[src/rtl/led_fade_driver.sv]
// rtl/led_fade_driver.sv - per-channel brightness fader with PWM output, active-low LED drive
// Levels step toward an on/off target once per fade tick; a free-running PWM counter renders them.
module led_fade_driver #(
    parameter int NUM_LEDS = 6,
    parameter int PWM_BITS = 8,
    parameter int FADE_DIV = 105468,
    parameter int STEP     = 1
) (
    input  logic                clk,
    input  logic                rst_n,
    input  logic [NUM_LEDS-1:0] pattern_in,
    input  logic                load,
    output logic [NUM_LEDS-1:0] led_n,
    output logic                busy
);

    localparam int LVL_MAX = 2**PWM_BITS - 1;
    localparam int TW      = (FADE_DIV > 1) ? $clog2(FADE_DIV) : 1;

    localparam logic [PWM_BITS:0] STEP_W    = (PWM_BITS+1)'(STEP);
    localparam logic [PWM_BITS:0] LVL_MAX_W = (PWM_BITS+1)'(LVL_MAX);
    localparam logic [TW-1:0]     TICK_LAST = TW'(FADE_DIV - 1);

    logic [NUM_LEDS-1:0] pattern_q;
    logic [PWM_BITS-1:0] pwm_cnt;
    logic [TW-1:0]       tick_cnt;
    logic                tick;

    logic [PWM_BITS-1:0] level    [NUM_LEDS];
    logic [PWM_BITS-1:0] lvl_next [NUM_LEDS];
    logic [PWM_BITS-1:0] tgt      [NUM_LEDS];
    logic [PWM_BITS:0]   up_sum   [NUM_LEDS];
    logic [NUM_LEDS-1:0] on;

    assign tick = (tick_cnt == TICK_LAST);

    always_comb begin
        busy = 1'b0;
        for (int i = 0; i < NUM_LEDS; i++) begin
            tgt[i]      = pattern_q[i] ? '1 : '0;
            up_sum[i]   = {1'b0, level[i]} + STEP_W;
            lvl_next[i] = level[i];
            // Up-step is one bit wider so overshoot past LVL_MAX is caught and clamped
            if (level[i] < tgt[i]) begin
                lvl_next[i] = (up_sum[i] > LVL_MAX_W) ? '1 : up_sum[i][PWM_BITS-1:0];
            end else if (level[i] > tgt[i]) begin
                lvl_next[i] = ({1'b0, level[i]} < STEP_W) ? '0
                            : level[i] - STEP_W[PWM_BITS-1:0];
            end
            on[i] = (pwm_cnt < level[i]);
            busy  = busy | (level[i] != tgt[i]);
        end
    end

    always_ff @(posedge clk) begin
        if (!rst_n) begin
            pattern_q <= '0;
            pwm_cnt   <= '0;
            tick_cnt  <= '0;
            led_n     <= '1;
            for (int i = 0; i < NUM_LEDS; i++) begin
                level[i] <= '0;
            end
        end else begin
            // Level step uses the pre-edge pattern_q, so a coincident load lands on the next tick
            if (load) begin
                pattern_q <= pattern_in;
            end
            pwm_cnt  <= pwm_cnt + 1'b1;
            tick_cnt <= tick ? '0 : tick_cnt + 1'b1;
            for (int i = 0; i < NUM_LEDS; i++) begin
                if (tick) begin
                    level[i] <= lvl_next[i];
                end
            end
            led_n <= ~on;
        end
    end

endmodule

[config.mk]
export PLATFORM = sky130hd
export DESIGN_NAME = led_fade_driver
export DESIGN_NICKNAME = d
export VERILOG_FILES = /design/src/rtl/led_fade_driver.sv
export SDC_FILE = /design/constraint.sdc
export NUM_CORES = 1
export LEC_CHECK = 0
export BUFFER_PORTS_ARGS = -buffer_cell sky130_fd_sc_hd__buf_2
export CORE_MARGIN = 4
export CORE_UTILIZATION = 45
export CTS_BUF_LIST = sky130_fd_sc_hd__clkbuf_2
export DETAILED_ROUTE_END_ITERATION = 7
export PLACE_DENSITY_LB_ADDON = 0.05
export SYNTH_ARGS = -nofsm -noshare
export SYNTH_HDL_FRONTEND = slang
export SYNTH_SLANG_ARGS = --single-unit
[constraint.sdc]
create_clock -name clk -period 3 [get_ports clk]
set_input_delay 0.15 -clock clk [delete_from_list [all_inputs] [get_ports clk]]
set_output_delay 0.15 -clock clk [all_outputs]
set_load 0.02 [all_outputs]
Yosys cells after proc, flatten, opt, wreduce, memory -nomap -nowiden:

Memories as Yosys holds them, arrays and structs flattened.
Cells that the tools add are included.

* bits in registers: 37
* memory bits (writable): 48
* bits of input ports: 9
* output and inout bits: 7
* word-level logic and storage cells: 110
* memories kept: 1

* $add $sub $neg: 14
* $lt $le $gt $ge: 30
* eq/ne operators: 7
* muxes and demuxes: 40
* bitwise operators: 13
* reduce and logical (&&, ||, !) cells: 1

Memory list
* level: depth 6, width 8, rd ports 6, clocked after Yosys merged registers in 0, write ports 6, line 29 `logic [PWM_BITS-1:0] level [NUM_LEDS];`

Operators by type and width (number)
* 2-to-1 mux 8 bit: 36
* less-than comparator 8 bit: 12
* adder 8 x 1 -> 9 bit, second input constant: 6
* greater-than comparator 9 x 8 -> 1 bit, second input constant: 6
* greater-than comparator 8 bit: 6
* less-than comparator 8 x 1 -> 1 bit, second input constant: 6
* != test 8 bit: 6
* subtractor 8 x 1 -> 8 bit, second input constant: 6
* adder 17 x 1 -> 17 bit, second input constant: 1
* equality test 17 bit, second input constant: 1
* bitwise OR 1 bit: 11
* adder 8 x 1 -> 8 bit, second input constant: 1
* NOT 6 bit: 1
* 2-to-1 mux 1 bit: 4
* OR reduction 2 bit: 1
* NOT 1 bit: 1

Longest topological paths before layout:

* depth after elaboration: 7
* mapped depth: 9
* gate-level depth less buffers: 8

Least setup slack after synthesis:

Ideal clock, no wire load.

* kind: register to register
* start: reg, netlist name pattern_q[0]
* end: mem level[0][0], enable pin
* setup time: 378 ps
* data arrival time: 2105 ps
* required time: 2622 ps
* slack: 517 ps
* cell stages (with the launch flop): 9
* path buffers: 1
* clock period less this slack: 2483 ps
* cells stage by stage: dfxtp_1 inv_1 ha_1 nor2b_1 o211ai_1 a21oi_1 or2_2 clkbuf_1 a31oi_1

RTL lines (line)
* end, declared: 29

Worst setup path after layout:

* start: reg pattern_q[4]
* end: out busy

* word-level cells in the longest chain between the ends: 4

RTL lines
* start, declared: line 24 `logic [NUM_LEDS-1:0] pattern_q;`
* start signal, assigned: line 67 `pattern_q <= pattern_in;`
* 2-to-1 mux 8 bit: line 40 `tgt[i] = pattern_q[i] ? '1 : '0;`
* != test 8 bit: line 51 `busy = busy | (level[i] != tgt[i]);`
* bitwise OR 1 bit (2 in series): line 51
* end, declared: line 14 `output logic busy`

Every way passes these cells.

==> flow_metrics.env <==
export IMPL_post_synthesis_sequential_element_count=85
export IMPL_critical_path_max_stage_delay_ps=460
export IMPL_hold_path_class="in -> reg"
export IMPL_number_of_buffers_created_by_cts=9
export IMPL_post_route_worst_setup_slack_ps=214
export IMPL_syn_instance_count=850
export IMPL_dpl_worst_slack_ps=402
export IMPL_slew_limit_headroom_pct=34.3
export IMPL_netSwitchingFraction_pct=34.5
export IMPL_ctsHtreeMaxLevel=3
export IMPL_filler_cell_count=1587
export IMPL_number_of_global_route_vias_before_repair=6226
export IMPL_dieWidth_um=136
export IMPL_sinks_on_the_clock_net=85
export IMPL_post_dp_hpwl_um=13900
export IMPL_number_of_enable_flip_flop_cells_after_synthesis=48
export IMPL_total_power_mw=2.46
export IMPL_cts_repair_resized=0
export IMPL_setup_violations_final=0
export IMPL_cts_tree="done"
export IMPL_worst_r2r_cell_count=8
export IMPL_cts_buffer_depth=2
export IMPL_clk_latency_ps=620
export IMPL_critPathRequiredTime_ps=2850
export IMPL_groute_layer_met1_usage_pct=29.6
export IMPL_grt_max_degree=23
export IMPL_synth_area_per_cell_sq_um=8.64
export IMPL_critPathSlowestCell="sky130_fd_sc_hd__nor3_1"
export IMPL_regToRegStartpoint="pattern_q[0]"
export IMPL_global_route_wire_length_before_repair_um=31300
export IMPL_route_detailed_wl_per_inst_um=17.1
export IMPL_drive_gt1_share_pct=8.62
export IMPL_postSynthNetCount=964
export IMPL_outcome="completed"
export IMPL_yosys_warnings=0
export IMPL_synthesized_area_sq_um=7350
export IMPL_top_usage_layer="met2"
export IMPL_crit_path_cell_trace="inv_1 -> ha_1 -> nand3_1 -> nor3_1 -> and3_1 -> nand4_1 -> buf_2"
export IMPL_setup_worst_path_class="reg -> out"
export IMPL_drc_violations_left=0
export IMPL_antenna_found_initial=1
export IMPL_regToRegEndpoint="level[0][4]"
export IMPL_setup_reg_to_reg_worst_slack_ps=310
export IMPL_cp_data_arrival_time_ps=2640
export IMPL_floorplan_rows=46
export IMPL_path_clk_slew_ps=270
export IMPL_initial_utilization_pct=46.1
export IMPL_area_growth_synth_to_final_pct=7.51
export IMPL_clockRootBuffer="sky130_fd_sc_hd__clkbuf_2"
export IMPL_global_route_usage_met2_pct=33.3
export IMPL_internal_power_mw=1.61
export IMPL_power_density_normalized_to_cell_area_nw_per_um2=311
export IMPL_io_pins=16
export IMPL_totalNegativeSetupSlack_ps=0
export IMPL_period_minus_slack_ps=2790
export IMPL_routed_via_count=6478
export IMPL_final_min_period_over_clock_period_pct=92.9
export IMPL_power_switching_mw=0.849
export IMPL_wl_um=18800
export IMPL_gr_total_overflow=0
export IMPL_ys_dominant_reg_cell="sky130_fd_sc_hd__edfxtp_1"
export IMPL_core_sq_um=15900
export IMPL_worst_ir_drop_vdd_uv=174
export IMPL_first_pass_iters=7
export IMPL_placement_io_buffers=15
export IMPL_met3_usage_pct=2.38
export IMPL_die_area_sq_um=18400
export IMPL_async_flop_share_pct=0
export IMPL_antenna_left=0
export IMPL_comb_power_share_pct=22.6
export IMPL_critical_path_max_fanout=7
export IMPL_timing_final_hold_violations=0
export IMPL_post_cts_setup_buffers=0
export IMPL_unique_masters_post_synth=69
export IMPL_maxClockFrequency_mhz=359
export IMPL_gp_routability_congestion=0.889
export IMPL_routed_via_density=5.89
export IMPL_timing_worst_slew_pin_value_ps=984
export IMPL_grt_setup_unrepaired="no"
export IMPL_critical_path_startpoint_type="flop"
export IMPL_drt_initial_drc_count=468
export IMPL_power_share_sequential_pct=54.5
export IMPL_report_final_slew_viol_count=0
export IMPL_timing_max_cap_violations=0
export IMPL_critPathLaunch="pattern_q[4]"
export IMPL_grt_util_all_layers_pct=21.1
export IMPL_cp_end_kind="primary output"
export IMPL_die_height_um=136
export IMPL_clkPwrFrac_pct=23.0
export IMPL_final_setup_skew_ps=44.2
export IMPL_synth_yosys_seq_area_share_pct=29.7
export IMPL_leakagePower_nw=3.13
export IMPL_worstSetupEndpoint="busy"
export IMPL_nNetsFinal=991
## sequential cells by signal, indices dropped and copies added (netlist names)
signal     cells
led_n          6
tick_cnt      17
pwm_cnt        8
pattern_q      6
level         48
## what timing repair did
| item | 4_1_cts | 5_1_grt |
|---|---|---|
| hold endpoints to repair | 6 | 0 |
| hold buffers | 12 | 0 |
| setup endpoints to repair | 0 | 0 |
## power groups by stage
stage / Combinational, mW / Clock (mW) / Sequential (mW)
finish: 0.555 / 0.565 / 1.34
global route: 0.632 / 0.638 / 1.35
CTS: 0.552 / 0.585 / 1.34
detailed placement: 0.533 / 0 / 1.36
global placement: 0.515 / 0 / 1.36
floorplan: 0.400 / 0 / 1.34
## metal layers
metal / wire length, um / up-vias / part of all wire [%]
met5: 0 / - / 0
met4: 556 / 0 / 3.0
met3: 724 / 35 / 3.8
met2: 8420 / 157 / 45
met1: 9140 / 3083 / 49
li1: - / 3203 / -
## critical path: cells and delay by family (launching register included)
kind                     cells  cell delay, ps
buffers and inverters        2             350
adder cells (fa/ha/maj)      1             340
AND/OR/NAND/NOR              4             920
flip-flops                   1             420
## metrics by stage
stage,util [%],instances,instance area [sq um],hold slack (ps)
CTS,49.5,1098,7890,67.2
global route,49.5,1100,7900,95.0
finish,49.5,1100,7900,110
floorplan,-,850,7350,320
global placement,48.2,1070,7680,407
detailed placement,48.2,1070,7680,417
## layout make-up
| type | instances | area (sq um) | area share [%] |
|---|---|---|---|
| Tap cell | 216 | 270 | 3.42 |
| Clock inverter | 7 | 50.0 | 0.634 |
| Antenna cell | 2 | 5.00 | 0.0634 |
| Multi-Input combinational cell | 678 | 4820 | 61.0 |
| Timing Repair Buffer | 40 | 293 | 3.71 |
| Clock buffer | 9 | 45.0 | 0.570 |
| Inverter | 63 | 236 | 2.99 |
| Sequential cell | 85 | 2180 | 27.6 |
## placed cells by master (no fill, tap or decap), types with 5 or more instances in the layout
cell,synthesis,layout
sky130_fd_sc_hd__ha_1,105,105
sky130_fd_sc_hd__nor2_1,77,77
sky130_fd_sc_hd__inv_1,63,63
sky130_fd_sc_hd__a21oi_1,60,60
sky130_fd_sc_hd__edfxtp_1,48,48
sky130_fd_sc_hd__nand2_1,42,42
sky130_fd_sc_hd__nand3_1,42,42
sky130_fd_sc_hd__o21ai_0,42,42
sky130_fd_sc_hd__dfxtp_1,37,37
sky130_fd_sc_hd__nor3_1,34,34
sky130_fd_sc_hd__xnor2_1,28,28
sky130_fd_sc_hd__nand4_1,25,25
sky130_fd_sc_hd__mux2i_1,16,16
sky130_fd_sc_hd__and3_1,15,15
sky130_fd_sc_hd__a31oi_1,15,15
sky130_fd_sc_hd__buf_2,5,15
sky130_fd_sc_hd__xor2_1,13,13
sky130_fd_sc_hd__buf_4,0,13
sky130_fd_sc_hd__nor2b_1,12,12
sky130_fd_sc_hd__a21o_1,12,12
sky130_fd_sc_hd__and2_1,12,12
sky130_fd_sc_hd__dlygate4sd3_1,0,12
sky130_fd_sc_hd__or2_2,11,11
sky130_fd_sc_hd__nand2b_1,9,9
sky130_fd_sc_hd__or3_1,9,9
sky130_fd_sc_hd__clkbuf_2,0,9
sky130_fd_sc_hd__nor4_1,8,8
sky130_fd_sc_hd__a211oi_1,8,8
sky130_fd_sc_hd__o21ai_1,6,6
sky130_fd_sc_hd__a21boi_0,6,6
sky130_fd_sc_hd__o211ai_1,5,5
sky130_fd_sc_hd__o311ai_0,5,5
sky130_fd_sc_hd__mux2_2,5,5
## worst min path at each step
stage / to / from / cells past startpoint / slack, ps
after floorplan: pattern_q[0] / pattern_in[0] / 2 / 320
after global placement: pattern_q[3] / pattern_in[3] / 3 / 410
after detailed placement: pattern_q[2] / pattern_in[2] / 3 / 420
after CTS: led_n[2] / rst_n / 4 / 70
after global routing: tick_cnt[9] / rst_n / 3 / 90
final: led_n[2] / rst_n / 4 / 110
## cells in the mapped netlist (6+ instances only)
cell type,count,area [sq um]
sky130_fd_sc_hd__ha_1,105,1310
sky130_fd_sc_hd__nand3_1,42,210
sky130_fd_sc_hd__mux2i_1,16,160
sky130_fd_sc_hd__nand2b_1,9,56.3
sky130_fd_sc_hd__nor2_1,77,289
sky130_fd_sc_hd__edfxtp_1,48,1440
sky130_fd_sc_hd__o21ai_1,6,30.0
sky130_fd_sc_hd__clkbuf_1,16,60.1
sky130_fd_sc_hd__or3_1,9,56.3
sky130_fd_sc_hd__a211oi_1,8,60.1
sky130_fd_sc_hd__a21oi_1,60,300
sky130_fd_sc_hd__xor2_1,13,114
sky130_fd_sc_hd__and3_1,15,93.8
sky130_fd_sc_hd__nor4_1,8,50.1
sky130_fd_sc_hd__inv_1,63,236
sky130_fd_sc_hd__nand2_1,42,158
sky130_fd_sc_hd__nand4_1,25,156
sky130_fd_sc_hd__and2_1,12,75.1
sky130_fd_sc_hd__a21o_1,12,90.1
sky130_fd_sc_hd__or2_2,11,68.8
sky130_fd_sc_hd__dfxtp_1,37,741
sky130_fd_sc_hd__a21boi_0,6,45.0
sky130_fd_sc_hd__xnor2_1,28,245
sky130_fd_sc_hd__o21ai_0,42,210
sky130_fd_sc_hd__nor2b_1,12,75.1
sky130_fd_sc_hd__nor3_1,34,170
sky130_fd_sc_hd__a31oi_1,15,93.8
## kinds of logic (layout without fill, tap and decap cells)
logic type               after synthesis  after routing  share of synthesized area, %
buffers and inverters                 87            119                          4.74
adder cells (fa/ha/maj)              106            106                          18.0
AND/OR/NAND/NOR                      311            311                          21.6
other                                  0              2                             0
flip-flops                            85             85                          29.7
AO/OA/AOI/OAI                        198            198                          17.8
multiplexers                          22             22                          3.25
XOR/XNOR                              41             41                          4.89
(Power assumes the default switching activity.)
